File: config.mk
export PLATFORM = sky130hd
export DESIGN_NAME = fifo_ptr_ctrl
export DESIGN_NICKNAME = d
export VERILOG_FILES = /design/src/rtl/fifo_pkg.sv /design/src/rtl/fifo_ptr_cnt.sv /design/src/rtl/fifo_ptr_ctrl.sv
export SDC_FILE = /design/constraint.sdc
export NUM_CORES = 1
export LEC_CHECK = 0
export ABC_AREA = 1
export CORE_UTILIZATION = 36
export DETAILED_ROUTE_END_ITERATION = 12
export SLEW_MARGIN = 20
export SYNTH_ARGS = -nofsm -noshare
export SYNTH_HDL_FRONTEND = slang
export SYNTH_SLANG_ARGS = --single-unit
File: constraint.sdc
create_clock -name clk -period 2.6 [get_ports clk]
set_clock_uncertainty 0.05 [all_clocks]
set_input_delay 0.78 -clock clk [delete_from_list [all_inputs] [get_ports clk]]
set_output_delay 0.78 -clock clk [all_outputs]
set_load 0.02 [all_outputs]
File: src/rtl/fifo_pkg.sv
// Shared constants and payload types for the 8x32 channel FIFO and its
// pointer/flag controller.
//   FIFO_DEPTH     entries in the RAM (must equal 2**FIFO_PTR_WIDE)
//   FIFO_PTR_WIDE  RAM address width
//   FIFO_WIDE      RAM data width
//   AFULL_LVL      almost_full threshold (count >= AFULL_LVL)
//   AEMPTY_LVL     almost_empty threshold (count <= AEMPTY_LVL)
package fifo_pkg;

  localparam int unsigned FIFO_DEPTH    = 8;
  localparam int unsigned FIFO_PTR_WIDE = 3;
  localparam int unsigned FIFO_WIDE     = 32;
  localparam int unsigned AFULL_LVL     = 6;
  localparam int unsigned AEMPTY_LVL    = 2;

  // Registered status flags, grouped so they reset/flush as one value.
  typedef struct packed {
    logic full;
    logic empty;
    logic almost_full;
    logic almost_empty;
  } fifo_flags_t;

  // Sticky error flags.
  typedef struct packed {
    logic overflow;
    logic underflow;
  } fifo_err_t;

  localparam fifo_flags_t FLAGS_RST = '{
    full:         1'b0,
    empty:        1'b1,
    almost_full:  1'b0,
    almost_empty: 1'b1
  };

  localparam fifo_err_t ERR_RST = '{overflow: 1'b0, underflow: 1'b0};

endpackage

File: src/rtl/fifo_ptr_cnt.sv
// Wrap-bit pointer for one side of the FIFO.
//   clk, rst  clock, async active-high reset
//   clr       synchronous clear to 0 (flush)
//   inc       advance by one (accepted RAM access)
//   ptr       full pointer, MSB is the wrap bit
//   addr      low bits of ptr, drives the RAM address
module fifo_ptr_cnt #(
  parameter int unsigned PTR_WIDE = fifo_pkg::FIFO_PTR_WIDE
) (
  input  logic                clk,
  input  logic                rst,
  input  logic                clr,
  input  logic                inc,
  output logic [PTR_WIDE:0]   ptr,
  output logic [PTR_WIDE-1:0] addr
);

  localparam int unsigned PW = PTR_WIDE + 1;

  logic [PW-1:0] ptr_q;

  // Natural PW-bit rollover gives the modulo 2*DEPTH wrap.
  always_ff @(posedge clk or posedge rst) begin
    if (rst) begin
      ptr_q <= '0;
    end else if (clr) begin
      ptr_q <= '0;
    end else if (inc) begin
      ptr_q <= ptr_q + PW'(1);
    end
  end

  assign ptr  = ptr_q;
  assign addr = ptr_q[PTR_WIDE-1:0];

endmodule

File: src/rtl/fifo_ptr_ctrl.sv
// Pointer/flag controller for the 8x32 channel FIFO RAM.
//   clk, rst        clock, async active-high reset
//   wr_req, rd_req  producer / consumer requests
//   flush           sync clear of pointers and count (errors kept)
//   clr_err         sync clear of sticky overflow/underflow
//   wr_en, rd_en    combinational accepted-access strobes to the RAM
//   wr_addr,rd_addr RAM addresses (low pointer bits)
//   full, empty, almost_full, almost_empty  registered flags
//   count           registered occupancy 0..FIFO_DEPTH
//   rd_valid        RAM data_out valid, one cycle after rd_en
//   overflow        sticky: wr_req while full
//   underflow       sticky: rd_req while empty
module fifo_ptr_ctrl #(
  parameter int unsigned FIFO_DEPTH    = fifo_pkg::FIFO_DEPTH,
  parameter int unsigned FIFO_PTR_WIDE = fifo_pkg::FIFO_PTR_WIDE,
  parameter int unsigned AFULL_LVL     = fifo_pkg::AFULL_LVL,
  parameter int unsigned AEMPTY_LVL    = fifo_pkg::AEMPTY_LVL
) (
  input  logic                     clk,
  input  logic                     rst,
  input  logic                     wr_req,
  input  logic                     rd_req,
  input  logic                     flush,
  input  logic                     clr_err,
  output logic                     wr_en,
  output logic                     rd_en,
  output logic [FIFO_PTR_WIDE-1:0] wr_addr,
  output logic [FIFO_PTR_WIDE-1:0] rd_addr,
  output logic                     full,
  output logic                     empty,
  output logic                     almost_full,
  output logic                     almost_empty,
  output logic [FIFO_PTR_WIDE:0]   count,
  output logic                     rd_valid,
  output logic                     overflow,
  output logic                     underflow
);

  import fifo_pkg::*;

  localparam int unsigned CW = FIFO_PTR_WIDE + 1;

  localparam logic [CW-1:0] DEPTH_C  = CW'(FIFO_DEPTH);
  localparam logic [CW-1:0] AFULL_C  = CW'(AFULL_LVL);
  localparam logic [CW-1:0] AEMPTY_C = CW'(AEMPTY_LVL);

  logic [CW-1:0] wr_ptr;
  logic [CW-1:0] rd_ptr;
  logic [CW-1:0] count_q;
  logic [CW-1:0] count_nxt;
  fifo_flags_t   flags_q;
  fifo_flags_t   flags_nxt;
  fifo_err_t     err_q;
  fifo_err_t     err_nxt;
  logic          rd_valid_q;

  // Access gating from registered flags; nothing is accepted in reset or flush.
  assign wr_en = ~rst & wr_req & ~flags_q.full  & ~flush;
  assign rd_en = ~rst & rd_req & ~flags_q.empty & ~flush;

  fifo_ptr_cnt #(.PTR_WIDE(FIFO_PTR_WIDE)) u_wr_ptr (
    .clk  (clk),
    .rst  (rst),
    .clr  (flush),
    .inc  (wr_en),
    .ptr  (wr_ptr),
    .addr (wr_addr)
  );

  fifo_ptr_cnt #(.PTR_WIDE(FIFO_PTR_WIDE)) u_rd_ptr (
    .clk  (clk),
    .rst  (rst),
    .clr  (flush),
    .inc  (rd_en),
    .ptr  (rd_ptr),
    .addr (rd_addr)
  );

  // Next occupancy, flags derived from it, and sticky error update.
  always_comb begin
    count_nxt = count_q;
    flags_nxt = flags_q;
    err_nxt   = err_q;

    if (flush) begin
      count_nxt = '0;
    end else begin
      count_nxt = count_q + CW'(wr_en) - CW'(rd_en);
    end

    flags_nxt.full         = (count_nxt == DEPTH_C);
    flags_nxt.empty        = (count_nxt == '0);
    flags_nxt.almost_full  = (count_nxt >= AFULL_C);
    flags_nxt.almost_empty = (count_nxt <= AEMPTY_C);

    // Set wins over clear; requests during flush are ignored entirely.
    err_nxt.overflow  = (wr_req & flags_q.full  & ~flush) | (err_q.overflow  & ~clr_err);
    err_nxt.underflow = (rd_req & flags_q.empty & ~flush) | (err_q.underflow & ~clr_err);
  end

  // Status registers.
  always_ff @(posedge clk or posedge rst) begin
    if (rst) begin
      count_q    <= '0;
      flags_q    <= FLAGS_RST;
      err_q      <= ERR_RST;
      rd_valid_q <= 1'b0;
    end else begin
      count_q    <= count_nxt;
      flags_q    <= flags_nxt;
      err_q      <= err_nxt;
      rd_valid_q <= rd_en;
    end
  end

  assign count        = count_q;
  assign full         = flags_q.full;
  assign empty        = flags_q.empty;
  assign almost_full  = flags_q.almost_full;
  assign almost_empty = flags_q.almost_empty;
  assign overflow     = err_q.overflow;
  assign underflow    = err_q.underflow;
  assign rd_valid     = rd_valid_q;

  // Flags are mutually exclusive; occupancy tracks the pointer distance.
  a_full_empty_excl: assert property (@(posedge clk) disable iff (rst)
    !(flags_q.full && flags_q.empty));

  a_count_matches_ptrs: assert property (@(posedge clk) disable iff (rst)
    count_q == CW'(wr_ptr - rd_ptr));

endmodule

==> summary.md, run 1 <==
| Metric | Value |
|---|---|
| Wire per inst | 11.81 um |
| Post-Route WL | 1901 um |
| Latest clock arrival within the worst-skew pair | 280 ps |
| Sequential area share after synthesis | 51.12% |
| Worst setup EP type | output port |
| Synth-to-Final Area Change | 55.01% |
| Total GRT Usage | 16.40% |
| Vias in the first global route | 731 |
| Clock Sinks | 17 |
| CTS tree | yes |
| Yosys cell types | 17 |
| #FFs+latches synth | 17 |
| Comb power frac | 50.4% |
| P_sw | 0.4162 mW |
| Share of cells above drive strength 1 | 26.32% |
| R2R cell count | 11 |
| Critical path, cell by cell | clkdlybuf4s15_1 -> nand3b_1 -> nor2_4 -> clkdlybuf4s15_2 |
| Critical Path Source Type | input pin |
| Normalized max-slew margin | 84.52% |
| Fillers | 202 |
| CP Data Required Time | 1770 ps |
| Min-delay src | u_wr_ptr.ptr[0] |
| Total core area | 2212 um2 |
| Synthesized net count | 104 |
| Post-synthesis cell area | 837.1 um2 |
| Delay-heaviest family, CP | buffers and inverters |
| Maximum buffer depth of the clock tree | 2 |
| Clk pwr share | 12.8% |
| Syn Inst Count | 91 |
| Post-route setup slack | 163.3 ps |
| Initial antenna violation count | 0 |
| Peak VDD IR | 410.2 uV |
| Final Hold Vio Count | 0 |
| Status | finished clean |
| # diodes | 0 |
| HPWL after detailed placement | 1476 um |
| Max Cap Violations | 0 |
| I/O Pins | 25 |
| Gr ovfl total | 0 |
| Worst reg-to-reg setup slack | 360 ps |
| Multi-input gate area | 385.4 um2 |
| Period utilization | 93.72% |
| Inst Count DP | 153 |
| Antenna Nets Post-Route | 0 |
| Worst-Margin Slew | 231.8 ps |
| Worst reg2reg path startpoint | empty |
| Register Area | 427.9 um2 |
| P per Cell Area | 831.7 nW/um2 |
| CTS root buf | clkbuf_4 |
| Chip Width | 50.22 um |
| Final Wtd Congestion | 0.7513 |
| Synth Warn # | 0 |
| Vert. Die Dim | 50.22 um |
| Avg Inst Size Synth | 9.198 um2 |
| Most frequent cells in the layout | clkdlybuf4s50_1, nand2_1, inv_1, dfrtp_1, buf_4 |
| NumNets Final | 147 |
| Port Buf Inserts | 24 |
| Global-route wire length before repair | 3070 um |
| Vias | 737 |
| HP Class | flip-flop to flip-flop |
| H-tree levels | 1 |
| CP max stage cell | clkdlybuf4s15_2 |
| Pwr Total | 1.079 mW |
| Most common cell after layout, fill and taps aside | clkdlybuf4s50_1 |
| Starting DRT DRC Count | 11 |
| Crit Path Category | input pin to output port |
| Worst Hold Endpoint | u_wr_ptr.ptr[0] |
| RSZ-0062 raised after global routing | false |
| Setup-failing EPs final | 0 |
| Clk pin slew, worst setup/hold paths | 100 ps |
| # rows | 17 |
| Reg-to-reg critical path endpoint | full |
| Worst-path maximum fanout | 3 |
| Worst path max stage delay | 300 ps |
| Drt pass-1 iters | 4 |
| Hold Crit Depth | 1 |
| Pre-CTS WS | -521.8 ps |
| Max Slew Vio Count | 0 |
| Largest net degree at the start of global routing | 11 |
| Internal Pwr Total | 0.6628 mW |
| P_leak | 0.6496 nW |
| Initial Utilization | 37.84% |
| Die area | 2522 um2 |
| Sw Ratio | 38.57% |
| Post-route DRC | 0 |
| Period minus WS final | 2437 ps |
| Fin cells | 161 |
| Seq pwr share | 36.8% |
| TritonCTS Buffers | 3 |
| Buf/Inv on CP | 2 |
| Via density | 4.578 |
| Max Fclk | 410.4 MHz |
| WP data arrival | 1610 ps |
==> kinds of logic after synthesis <==
logic type | Yosys count | share of synthesized area (%)
xor+xnor | 2 | 2.093
simple gates | 38 | 20.48
compound gates | 9 | 5.978
buf+inv | 18 | 8.968
flops | 17 | 51.12
fa+ha+maj | 7 | 11.36
==> area by class of cell <==
cell class                 count  area share [%]
sequential                    17           32.98
clock buffer                   4           2.025
inverter                      17           5.400
multi-input combinational     56           29.70
timing repair buffer          39           27.19
tap                           28           2.700
==> per-layer routing <==
layer,routed length (um),vias to the layer above,GRT usage (%)
met1,834,354,18.93
met3,51,0,3.939
met5,0,-,0
met2,1015,13,29.78
li1,-,370,-
met4,0,0,4.286
==> worst max path at each step <==
stage / startpoint / end / slack [ps] / cells past startpoint
after floorplan: rst / full / -300 / 12
after global placement: rst / full / -500 / 14
after detailed placement: rst / full / -520 / 14
after CTS: flush / almost_empty / 10 / 10
after global routing: rd_req / full / 20 / 12
final: rd_req / rd_en / 160 / 4
==> Yosys cell counts (all sizes together) <==
cell type | number | area (um2)
nor2 | 9 | 36.29
o21ai | 3 | 15.01
a21oi | 4 | 20.02
ha | 6 | 75.07
nand3 | 9 | 45.04
nand3b | 2 | 15.01
inv | 17 | 63.81
xnor2 | 2 | 17.52
dfrtp | 15 | 375.4
o31ai | 2 | 15.01
nand2 | 18 | 75.07
fa | 1 | 20.02
dfstp | 2 | 52.55
buf | 1 | 11.26
==> flip-flops by register name (all words and copies together) (netlist names) <==
register	count
almost_empty	1
rd_valid	1
count	4
u_rd_ptr.ptr	3
u_wr_ptr.ptr	3
almost_full	1
underflow	1
overflow	1
empty	1
full	1
==> stage by stage <==
step / TNS (ps) / util, % / hold slack [ps] / area, um2
finish: 0 / 58.65 / 462.8 / 1297
global route: 0 / 58.65 / 496.6 / 1297
CTS: 0 / 56.22 / 474.6 / 1244
detailed placement: -3885 / 54.52 / 457.2 / 1206
global placement: -3770 / 54.52 / 433.6 / 1206
floorplan: -1166 / - / 520.8 / 859.6
==> power groups by stage <==
stage	logic [mW]	clock network [mW]	registers (mW)
3_5_place_dp	0.516	0	0.404
6_report	0.544	0.138	0.397
3_3_place_gp	0.506	0	0.399
5_1_grt	0.603	0.156	0.407
2_1_floorplan	0.198	0	0.488
4_1_cts	0.524	0.141	0.399
==> timing repair <==
action	in CTS	in global routing
hold buffers	0	0
setup buffers	1	3
setup endpoints to repair	8	4
resized for setup	12	10
cloned	0	0
pin swaps	3	10
(Power assumes the default switching activity.)
==> run 2, diff against run 1 <==
--- a/config.mk
+++ b/config.mk
@@ -6,6 +6,7 @@
 export NUM_CORES = 1
 export LEC_CHECK = 0
 export ABC_AREA = 1
+export CAP_MARGIN = 40
 export CORE_UTILIZATION = 36
 export DETAILED_ROUTE_END_ITERATION = 12
 export SLEW_MARGIN = 20
==> results of run 2 <==
Final layout, timing and power as in run 1 (identical DEF).
